File: src/rtl/sec32_check_encoder.sv
// sec32_check_encoder
//   Two-stage pipelined check-bit generator for the 32-bit SEC datapath.
//   Each accepted word leaves with 8 check bits chosen so that every syndrome
//   of the downstream corrector is zero for an unmodified word.
//
//   Optional feature macro: SEC32_ERR_INJECT_EN (single-shot bit-flip injector).
//
// Ports
//   clk, rst            clock (rising edge), asynchronous active-high reset
//   in_valid/in_ready   input handshake, in_data[31:0] data word
//   out_valid/out_ready output handshake
//   out_data[31:0]      data word (possibly with an injected flip)
//   out_check[7:0]      check bits
//   out_chk_en          corrector enable, mirrors out_valid
//   word_cnt[15:0]      wrapping count of delivered words
//   inj_req, inj_pos[5:0], inj_busy   injector (SEC32_ERR_INJECT_EN only)

module sec32_check_encoder (
  input  logic        clk,
  input  logic        rst,
  input  logic        in_valid,
  output logic        in_ready,
  input  logic [31:0] in_data,
  output logic        out_valid,
  input  logic        out_ready,
  output logic [31:0] out_data,
  output logic [7:0]  out_check,
  output logic        out_chk_en,
  output logic [15:0] word_cnt
`ifdef SEC32_ERR_INJECT_EN
  ,
  input  logic        inj_req,
  input  logic [5:0]  inj_pos,
  output logic        inj_busy
`endif
);

  logic        s1_valid;
  logic [31:0] s1_data;
  logic [7:0]  s1_nib;
  logic [3:0]  s1_q;
  logic [3:0]  s1_r;

  logic        s2_valid;
  logic [31:0] s2_data;
  logic [7:0]  s2_check;

  logic        s1_load;
  logic        s2_load;

  logic [7:0]  nib;
  logic [3:0]  q;
  logic [3:0]  r;
  logic [7:0]  check;

  logic [31:0] data_flip;
  logic [7:0]  check_flip;

  // Partial parities of the incoming word.
  always_comb begin
    nib = '0;
    q   = '0;
    r   = '0;
    for (int i = 0; i < 8; i++) begin
      nib[i] = ^in_data[4*i +: 4];
    end
    for (int j = 0; j < 4; j++) begin
      q[j] = in_data[j]    ^ in_data[j+4]  ^ in_data[j+8]  ^ in_data[j+12];
      r[j] = in_data[16+j] ^ in_data[20+j] ^ in_data[24+j] ^ in_data[28+j];
    end
  end

  // Final check bits from the stage-1 partials (nibble k covers d[4k+3:4k]).
  always_comb begin
    check    = '0;
    check[0] = s1_nib[4] ^ s1_nib[5] ^ s1_q[0];
    check[1] = s1_nib[6] ^ s1_nib[7] ^ s1_q[1];
    check[2] = s1_nib[4] ^ s1_nib[6] ^ s1_q[2];
    check[3] = s1_nib[5] ^ s1_nib[7] ^ s1_q[3];
    check[4] = s1_nib[0] ^ s1_nib[1] ^ s1_r[0];
    check[5] = s1_nib[2] ^ s1_nib[3] ^ s1_r[1];
    check[6] = s1_nib[0] ^ s1_nib[2] ^ s1_r[2];
    check[7] = s1_nib[1] ^ s1_nib[3] ^ s1_r[3];
  end

  assign s2_load  = s1_valid & (~s2_valid | out_ready);
  assign in_ready = ~s1_valid | s2_load;
  assign s1_load  = in_valid & in_ready;

  always_ff @(posedge clk or posedge rst) begin
    if (rst) begin
      s1_valid <= 1'b0;
      s1_data  <= '0;
      s1_nib   <= '0;
      s1_q     <= '0;
      s1_r     <= '0;
    end else begin
      if (s1_load) begin
        s1_valid <= 1'b1;
        s1_data  <= in_data;
        s1_nib   <= nib;
        s1_q     <= q;
        s1_r     <= r;
      end else if (s2_load) begin
        s1_valid <= 1'b0;
      end
    end
  end

`ifdef SEC32_ERR_INJECT_EN
  logic [5:0] inj_pos_q;

  // A flip is applied only if it was armed before this S2 load, so arming
  // during a load naturally targets the following word.
  always_comb begin
    data_flip  = '0;
    check_flip = '0;
    if (inj_busy) begin
      if (inj_pos_q[5] == 1'b0) begin
        data_flip[inj_pos_q[4:0]] = 1'b1;
      end else if (inj_pos_q[4:3] == 2'b00) begin
        check_flip[inj_pos_q[2:0]] = 1'b1;
      end
    end
  end

  always_ff @(posedge clk or posedge rst) begin
    if (rst) begin
      inj_busy  <= 1'b0;
      inj_pos_q <= '0;
    end else begin
      if (inj_busy && s2_load) begin
        inj_busy <= 1'b0;
      end else if (!inj_busy && inj_req) begin
        inj_busy  <= 1'b1;
        inj_pos_q <= inj_pos;
      end
    end
  end
`else
  assign data_flip  = '0;
  assign check_flip = '0;
`endif

  always_ff @(posedge clk or posedge rst) begin
    if (rst) begin
      s2_valid <= 1'b0;
      s2_data  <= '0;
      s2_check <= '0;
    end else begin
      if (s2_load) begin
        s2_valid <= 1'b1;
        s2_data  <= s1_data ^ data_flip;
        s2_check <= check ^ check_flip;
      end else if (out_ready) begin
        s2_valid <= 1'b0;
      end
    end
  end

  always_ff @(posedge clk or posedge rst) begin
    if (rst) begin
      word_cnt <= '0;
    end else if (s2_valid && out_ready) begin
      word_cnt <= word_cnt + 16'd1;
    end
  end

  assign out_valid  = s2_valid;
  assign out_chk_en = s2_valid;
  assign out_data   = s2_data;
  assign out_check  = s2_check;

endmodule
File: config.mk
export PLATFORM = sky130hd
export DESIGN_NAME = sec32_check_encoder
export DESIGN_NICKNAME = d
export VERILOG_FILES = /design/src/rtl/sec32_check_encoder.sv
export SDC_FILE = /design/constraint.sdc
export NUM_CORES = 1
export LEC_CHECK = 0
export CAP_MARGIN = 20
export CELL_PAD_IN_SITES_DETAIL_PLACEMENT = 0
export CELL_PAD_IN_SITES_GLOBAL_PLACEMENT = 1
export CORE_MARGIN = 5
export CORE_UTILIZATION = 40
export CTS_BUF_LIST = sky130_fd_sc_hd__clkbuf_16
export DETAILED_ROUTE_END_ITERATION = 10
export DONT_BUFFER_PORTS = 1
export GPL_TIMING_DRIVEN = 0
export MAX_ROUTING_LAYER = met4
export PLACE_DENSITY_LB_ADDON = 0.1
export SLEW_MARGIN = 10
export SYNTH_ARGS = -nofsm -noshare
export SYNTH_HDL_FRONTEND = slang
export SYNTH_SLANG_ARGS = --single-unit
File: constraint.sdc
create_clock -name clk -period 9.55 [get_ports clk]
set_input_delay 1.4325 -clock clk [delete_from_list [all_inputs] [get_ports clk]]
set_output_delay 1.4325 -clock clk [all_outputs]
set_load 0.01 [all_outputs]
==> results.toml, run 1 <==
[pwr]
finalPower_uw = 1240
leakagePower_uw = 0.00213
power.density_nw_per_um2 = 244
vdd_drop_max_mv = 0.112

[sta]
fin_crit_ns = 3.14
setup_tns_ns = 0
hold_slack_ns = 0.495
finalHoldViolCount = 0
rsz0062_at_grt = "no"
worst_pin_slew_ns = 0.466
skew_ns = 0.00534
fmax_mhz = 319
slew_viol_final = 0
fin_crit_sh_pct = 32.8
relSlewSlack_pct = 68.9
setup_viol_count_final = 0
final.setup.worst_slack_ns = 6.41

[synth]
ys_types = 23
syn_nets = 380
synth_area_um2 = 4580
seq_area_frac_synth_pct = 57.9
synth_cells = 343
syn_area_per_cell_um2 = 13.3
synth_warnings = 0
synth-seq-cells = 106

[cells_and_area]
final_cell_area_um2 = 5100
num-fill-cells = 1082
nets = 392
n_antenna_cell = 0
layout-drive-gt1-share_pct = 23.9
seq_area_um2 = 2650
multi_input_area_um2 = 1820
syn2layout_area_growth_pct = 11.4

[clocking]
clock_sinks = 106
cts_buffers = 9
cts_tree = "built"
clk-insertion-delay-late_ns = 0.34
ctsRootBufferMaster = "clkbuf_16"
clk_pin_slew_ns = 0.07
cts-resized-gates = 0
hold_buffers = 0
htree_levels = 3
clock_path_buffers = 2
post-cts-setup-buffer-count = 0

[setup_path]
critPathBufInv = 0
critPathMaxStageDelay_ns = 0.27
cp-start-kind = "primary input"
critPathSlowestCell = "nand3b_2"
critical_path_class = "in2out"
crit_fanout = 5
path_cells = "nand3b_2"
path_delay_family = "simple AND/OR/NAND/NOR gates"
cp-end-kind = "primary output"
arrival_ns = 1.70
cp.required_ns = 8.12

[place]
gp_congestion = 0.694
dp_hpwl_um = 6670
place_ws_ns = 6.41
post_dp_cell_area_um2 = 4790
io_buffers = 0

[flow_run]
cap_violations = 0

[grt]
grt_usage_pct = 14.7
grt_overflow = 0
first_global_vias = 2641
grt_pass1_wl_um = 14600
antenna_found_initial = 0
grt_max_degree = 58

[die]
die_w_um = 117
core_region_area_um2 = 11300
pin_count = 95
die_y_um = 117
die_area_um2 = 13700
rows = 39
start_util_pct = 40.4

[routing]
viasPerCell = 4.82
drt_iter0_drc = 49
drc_errors = 0
wirelength_um = 8910
firstDrtPassIters = 4
wire_per_inst_um = 17.7
drtAntennaViolNets = 0
num_vias = 2423

[run_status]
status = "completed"

[worst_hold_path]
hold_class = "reg2reg"
[synth_stat cells (all sizes together)]
cell	count	share of area [%]
inv	2	0.16
mux2	65	16
o21ai	24	2.6
nor3	1	0.11
nand3b	1	0.25
and3	2	0.27
nand3	7	0.77
clkbuf	1	0.11
nor2	5	0.46
nand4	4	0.55
buf	11	1.9
ha	1	0.27
nand2b	3	0.41
xor2	11	2.1
dfrtp	106	58
nand2	31	2.7
xnor2	68	13
[flip-flops by register name, summed over array words and instances (netlist names)]
name,flops
out_check,8
out_chk_en,1
out_data,32
s1_data,32
s1_nib,8
s1_q,4
s1_r,4
s1_valid,1
word_cnt,16
[metrics by stage]
step                util [%]  std cells
detailed placement      42.3        487
CTS                     45.0        503
finish                  45.0        503
global placement        42.0        486
floorplan                  -        343
global route            45.0        503
[layout by cell type (no fill, tap or decap), types with 2 or more instances in the layout]
cell type / n
nand2_1: 30
o21ai_0: 24
clkinv_1: 3
buf_2: 5
bufinv_16: 2
xnor2_1: 68
nand2b_1: 3
mux2_2: 52
xor2_1: 11
dfrtp_1: 106
nand3_1: 7
nand4_1: 4
clkbuf_16: 9
mux2_4: 4
nor2_1: 4
and3_1: 2
buf_6: 5
mux2_1: 9
[where the power goes]
| group | switching, uW | total [uW] | internal, uW |
|---|---|---|---|
| sequential | 111 | 662 | 551 |
| combinational | 82.8 | 198 | 115 |
| clock | 157 | 384 | 227 |
| total | 352 | 1240 | 892 |
[layer usage]
layer  up-vias  global-route usage [%]  share of wire, %
met5         -                       -                 0
met4         0                    6.42               1.8
met3        10                    5.35               6.8
met2        53                    21.3                47
met1      1188                    18.7                44
li1       1172                       -                 -
[logic make-up after synthesis]
group                    after synthesis  synth area share (%)
flip-flops                           106                  57.9
XOR/XNOR                              79                  15.1
multiplexers                          65                  16.3
AND/OR/NAND/NOR                       54                  5.52
AO/OA/AOI/OAI                         24                  2.62
buffers and inverters                 14                  2.21
adder cells (fa/ha/maj)                1                 0.273
[layout make-up]
class | instances | share of cell area (%)
sequential | 106 | 52.0
timing repair buffer | 1 | 0.540
tap | 143 | 3.51
clock inverter | 7 | 1.64
multi-input combinational | 223 | 35.8
buffer | 12 | 1.84
clock buffer | 9 | 4.42
inverter | 2 | 0.245
[final timing paths]
path	cells after the start	slack [ns]	end	startpoint
setup / recovery	1	6.41	in_ready	out_ready
hold / removal	1	0.49	s1_data[4]	s1_data[4]
setup reg to reg	4	7.93	s1_data[5]	out_chk_en
hold reg to reg	1	0.49	s1_data[4]	s1_data[4]
max in group asynchronous	2	7.94	s1_data[1]	rst
min in group asynchronous	1	0.97	s1_data[20]	rst
No activity file was read; power rests on OpenSTA's default activity.
==> run 2, diff against run 1 <==
- clock period: 9.55 -> 2.8 ns (I/O delays scaled with it)
==> run 2 against run 1 <==
Against the previous run: combinational power grew to 3.4 times the previous value; worst hold slack lost 0.31 ns; cell count is 0.60% higher; highest routed layer unchanged; count of clock-buffer cells in the layout stayed put; sequential cell count did not move; largest power group unchanged; first-iteration DRC count is 27% higher; global-route usage down 0.43 points; non-clock buffer count increased by 3; total power grew to 3.3 times the previous value; setup slack got worse by 5.2 ns; sequential share of layout area shrank 0.10 points.
==> results.toml, run 2 (synthesis results as in run 1) <==
[place]
dp_hpwl_um = 6770
place_ws_ns = 1.15
io_buffers = 0
gp_congestion = 0.706

[die]
rows = 39
die_area_um2 = 13700
die_w_um = 117
pin_count = 95
start_util_pct = 40.4
die_y_um = 117
core_region_area_um2 = 11300

[grt]
grt_usage_pct = 14.3
grt_pass1_wl_um = 14300
antenna_found_initial = 0
first_global_vias = 2695
grt_max_degree = 39
grt_overflow = 0

[cells_and_area]
layout_commonest_cell = "dfrtp_1"
n_antenna_cell = 0
nets = 395
final_cell_mix = "106 x dfrtp_1, 68 x xnor2_1, 52 x mux2_2, 30 x nand2_1, 24 x o21ai_0"
layout-drive-gt1-share_pct = 23.4
syn2layout_area_growth_pct = 11.6

[setup_path]
critical_path_class = "reg2reg"
cp.required_ns = 3.02
crit_fanout = 10
rrSetupSlack_ns = 1.17
reg2reg_depth = 4
cp-end-kind = "flip-flop"
path_cells = "nand3b_2 > nand2_4 > buf_6 > mux2_2"
r2r-start = "out_chk_en"
r2r-end = "s1_data[3]"
critPathMaxStageDelay_ns = 0.53
arrival_ns = 1.85
cp-start-kind = "flip-flop"
critPathSlowestCell = "dfrtp_1"

[sta]
fmax_mhz = 615
skew_ns = 0.00663
finalHoldViolCount = 0
final.setup.worst_slack_ns = 1.17
fin_crit_sh_pct = 58.1
slew_viol_final = 0
setup_tns_ns = 0
hold_slack_ns = 0.184
fin_crit_ns = 1.63
relSlewSlack_pct = 71.9
setup_viol_count_final = 0
worst_pin_slew_ns = 0.420
rsz0062_at_grt = "no"

[clocking]
cts-resized-gates = 0
clk-insertion-delay-late_ns = 0.34
cts_tree = "built"
clock_sinks = 106
clk_pin_slew_ns = 0.06
cts_buffers = 9
ctsRootBufferMaster = "clkbuf_16"
clock_path_buffers = 2
htree_levels = 3

[pwr]
power.density_nw_per_um2 = 811
vdd_drop_max_mv = 0.333
leakagePower_uw = 0.00214

[routing]
drtAntennaViolNets = 0
drt_iter0_drc = 62
num_vias = 2468
viasPerCell = 4.88
drc_errors = 0
firstDrtPassIters = 4
wirelength_um = 8880
wire_per_inst_um = 17.5

[worst_hold_path]
min_from = "in_valid"
whs_endpoint = "s1_valid"
hold_class = "in2reg"
worstHoldPathCells = 1

[run_status]
status = "completed"

[flow_run]
cap_violations = 0
[run 2: cell count changes in the layout (fill, tap and decap cells not counted)]
cell	previous run	this run
buf_12	0	3
inv_1	1	3
buf_16	1	0
bufinv_16	2	1
clkinv_1	3	4
clkinv_2	1	0
dlygate4sd3_1	0	1
inv_6	1	0
[run 2: area by class of cell]
type                    count  area (um^2)
plain buffers              12         93.8
clock buffers               9          225
clock inverters             7         52.6
fillers                  1054         6210
inverters                   2         11.3
multi-input cells         223         1820
flip-flops and latches    106         2650
well taps                 143          179
repair buffers              4         70.1
[run 2: timing repair]
action                    CTS  global route
setup buffers               0             0
hold buffers                1             0
hold endpoints to repair   10             0
[run 2: worst max-delay path: cells and delay by family, from the launching register on]
kind / cells / cell delay [ns]
buf+inv: 1 / 0.19
flops: 1 / 0.53
mux: 1 / 0.34
simple gates: 2 / 0.44
[run 2: where the power goes]
part	total, uW	internal, uW	switching [uW]
Combinational	683	398	284
Sequential	2260	1880	379
Clock	1200	675	528
[run 2: metrics by stage]
step                      cells  power [uW]  instance area (um^2)  utilization, %
after floorplan             343        2790                  4580               -
after global placement      486        2960                  4760            42.1
after detailed placement    489        3000                  4820            42.6
after CTS                   506        4230                  5110            45.1
after global routing        506        4390                  5110            45.1
final                       506        4140                  5110            45.1
[run 2: per-layer routing]
layer  routed length, um  vias to the layer above  global-route usage (%)  share of wire, %
li1                    -                     1175                       -                 -
met1                3860                     1226                    17.8                44
met2                4240                       55                    21.3                48
met3                 579                       12                    4.37               6.5
met4                 195                        0                    6.88               2.2
met5                   0                        -                       -                 0
[run 2: worst max-delay path by stage]
stage / from / end / slack, ns / cells after the start
after floorplan: rst / out_check[0] / 1.11 / 1
after global placement: rst / s1_data[22] / 0.51 / 1
after detailed placement: out_chk_en / s1_data[3] / 1.15 / 4
after CTS: out_chk_en / s1_data[3] / 1.13 / 4
after global routing: out_chk_en / s1_data[3] / 1.07 / 4
final: out_chk_en / s1_data[3] / 1.17 / 4
==> run 3, diff against run 2 <==
- clock period: 2.8 -> 1.42 ns (I/O delays scaled with it)
==> run 3 against run 2 <==
Against the previous run: sequential power rose by 98%; final area rose by 6.0%; utilization rose by 2.7 points; count of clock-buffer cells in the layout did not move; critical endpoint is now out_data[24]; worst hold slack got worse by 0.17 ns.
==> results.toml, run 3 (synthesis results as in run 1) <==
[clocking]
clock_sinks = 106
clk_pin_slew_ns = 0.07
clk-insertion-delay-late_ns = 0.34
htree_levels = 3
clock_path_buffers = 2
cts_buffers = 9
ctsRootBufferMaster = "clkbuf_16"
cts_tree = "built"

[pwr]
power.density_nw_per_um2 = 1540
finalPower_uw = 8330
vdd_drop_max_mv = 0.665
leakagePower_uw = 0.00227

[setup_path]
rrSetupSlack_ns = 0.005
arrival_ns = 1.64
cp.required_ns = 1.65
path_cells = "nand2b_4 > nand2_2 > buf_6 > buf_4 > mux2_2"
critical_path_class = "reg2reg"
reg2reg_depth = 5
worstSetupEndpoint = "out_data[24]"
cp-end-kind = "flip-flop"
cp-startpoint = "out_chk_en"
cp-start-kind = "flip-flop"
critPathMaxStageDelay_ns = 0.50
critPathSlowestCell = "dfrtp_2"
r2r-start = "out_chk_en"
r2r-end = "out_data[24]"
crit_fanout = 7

[routing]
viasPerCell = 4.84
wirelength_um = 9380
firstDrtPassIters = 4
drtAntennaViolNets = 0
wire_per_inst_um = 17.8
drc_errors = 0
num_vias = 2557
drt_iter0_drc = 63

[grt]
grt_overflow = 0
grt_pass1_wl_um = 15000
first_global_vias = 2842
antenna_found_initial = 0
grt_max_degree = 39
grt_usage_pct = 15.1

[die]
start_util_pct = 40.4
die_area_um2 = 13700
die_w_um = 117
core_region_area_um2 = 11300
pin_count = 95
rows = 39
die_y_um = 117

[sta]
worst_pin_slew_ns = 0.318
finalHoldViolCount = 0
fmax_mhz = 707
relSlewSlack_pct = 78.8
fin_crit_ns = 1.41
slew_viol_final = 0
fin_crit_sh_pct = 99.6
skew_ns = 0.00689
rsz0062_at_grt = "yes"
setup_viol_count_final = 0
final.setup.worst_slack_ns = 0.00510

[cells_and_area]
n_antenna_cell = 0
seq_area_um2 = 2660
final_cell_mix = "102 x dfrtp_1, 68 x xnor2_1, 52 x mux2_2, 29 x nand2_1, 18 x o21ai_0"
num-fill-cells = 1038
nets = 417
finalNonFillerCells = 528
layout_commonest_cell = "dfrtp_1"
layout-drive-gt1-share_pct = 26.0
multi_input_area_um2 = 1870
syn2layout_area_growth_pct = 18.3

[worst_hold_path]
hold_class = "in2reg"

[place]
io_buffers = 0
dp_cells = 489
place_ws_ns = -0.227
gp_congestion = 0.706
dp_hpwl_um = 6770

[flow_run]
cap_violations = 0

[run_status]
status = "completed"
==> run 3: timing repair <==
action                                 4_1_cts  5_1_grt
gates resized for setup                     14       19
buffers inserted                             5        0
endpoints found under the hold margin       71        0
cloned                                       2        0
setup endpoints to repair                   80       84
hold buffers                                16        0
pin swaps                                    1        3
==> run 3: metrics by stage <==
stage          util (%)  TNS (ns)  cell area (um^2)  hold WS (ns)
2_1_floorplan         -     -7.05              4580         0.321
3_3_place_gp       42.1    -77.72              4760         0.323
3_5_place_dp       42.6     -8.82              4820        0.0664
4_1_cts            47.5    -0.407              5380      0.000231
5_1_grt            47.8     -1.91              5410      0.000796
6_report           47.8         0              5410        0.0158
==> run 3: cell type report <==
cell class                      instances  area share (%)
Sequential cell                       106            49.1
Multi-Input combinational cell        223            34.5
Timing Repair Buffer                   26            5.50
Clock buffer                            9            4.16
Tap cell                              143            3.30
Buffer                                 12            2.29
Clock inverter                          7           0.971
Inverter                                2           0.208
==> run 3: critical path, delay by kind of cell (launching register included) <==
| family | cells | cell delay, ns |
|---|---|---|
| mux | 1 | 0.32 |
| simple gates | 2 | 0.21 |
| flops | 1 | 0.50 |
| buf+inv | 2 | 0.28 |
==> run 3: per-layer routing <==
layer	global-route usage (%)	wire length, um	part of all wire (%)
met1	18.7	4100	44
met5	-	0	0
met3	4.47	585	6.2
met4	6.88	179	1.9
met2	22.9	4520	48
==> run 3: how the worst min path moves through the flow <==
stage | cells after the start | startpoint | endpoint | slack (ns)
floorplan | 1 | in_valid | s1_valid | 0.32
global placement | 1 | in_valid | s1_valid | 0.32
detailed placement | 1 | rst | out_data[4] | 0.07
CTS | 1 | in_data[24] | s1_data[24] | 0.0002
global route | 1 | in_data[24] | s1_data[24] | 0.0008
finish | 1 | in_data[24] | s1_data[24] | 0.02
==> run 3: where the power goes <==
part / switching (uW) / internal, uW
clock network: 1040 / 1330
logic: 611 / 881
registers: 755 / 3710
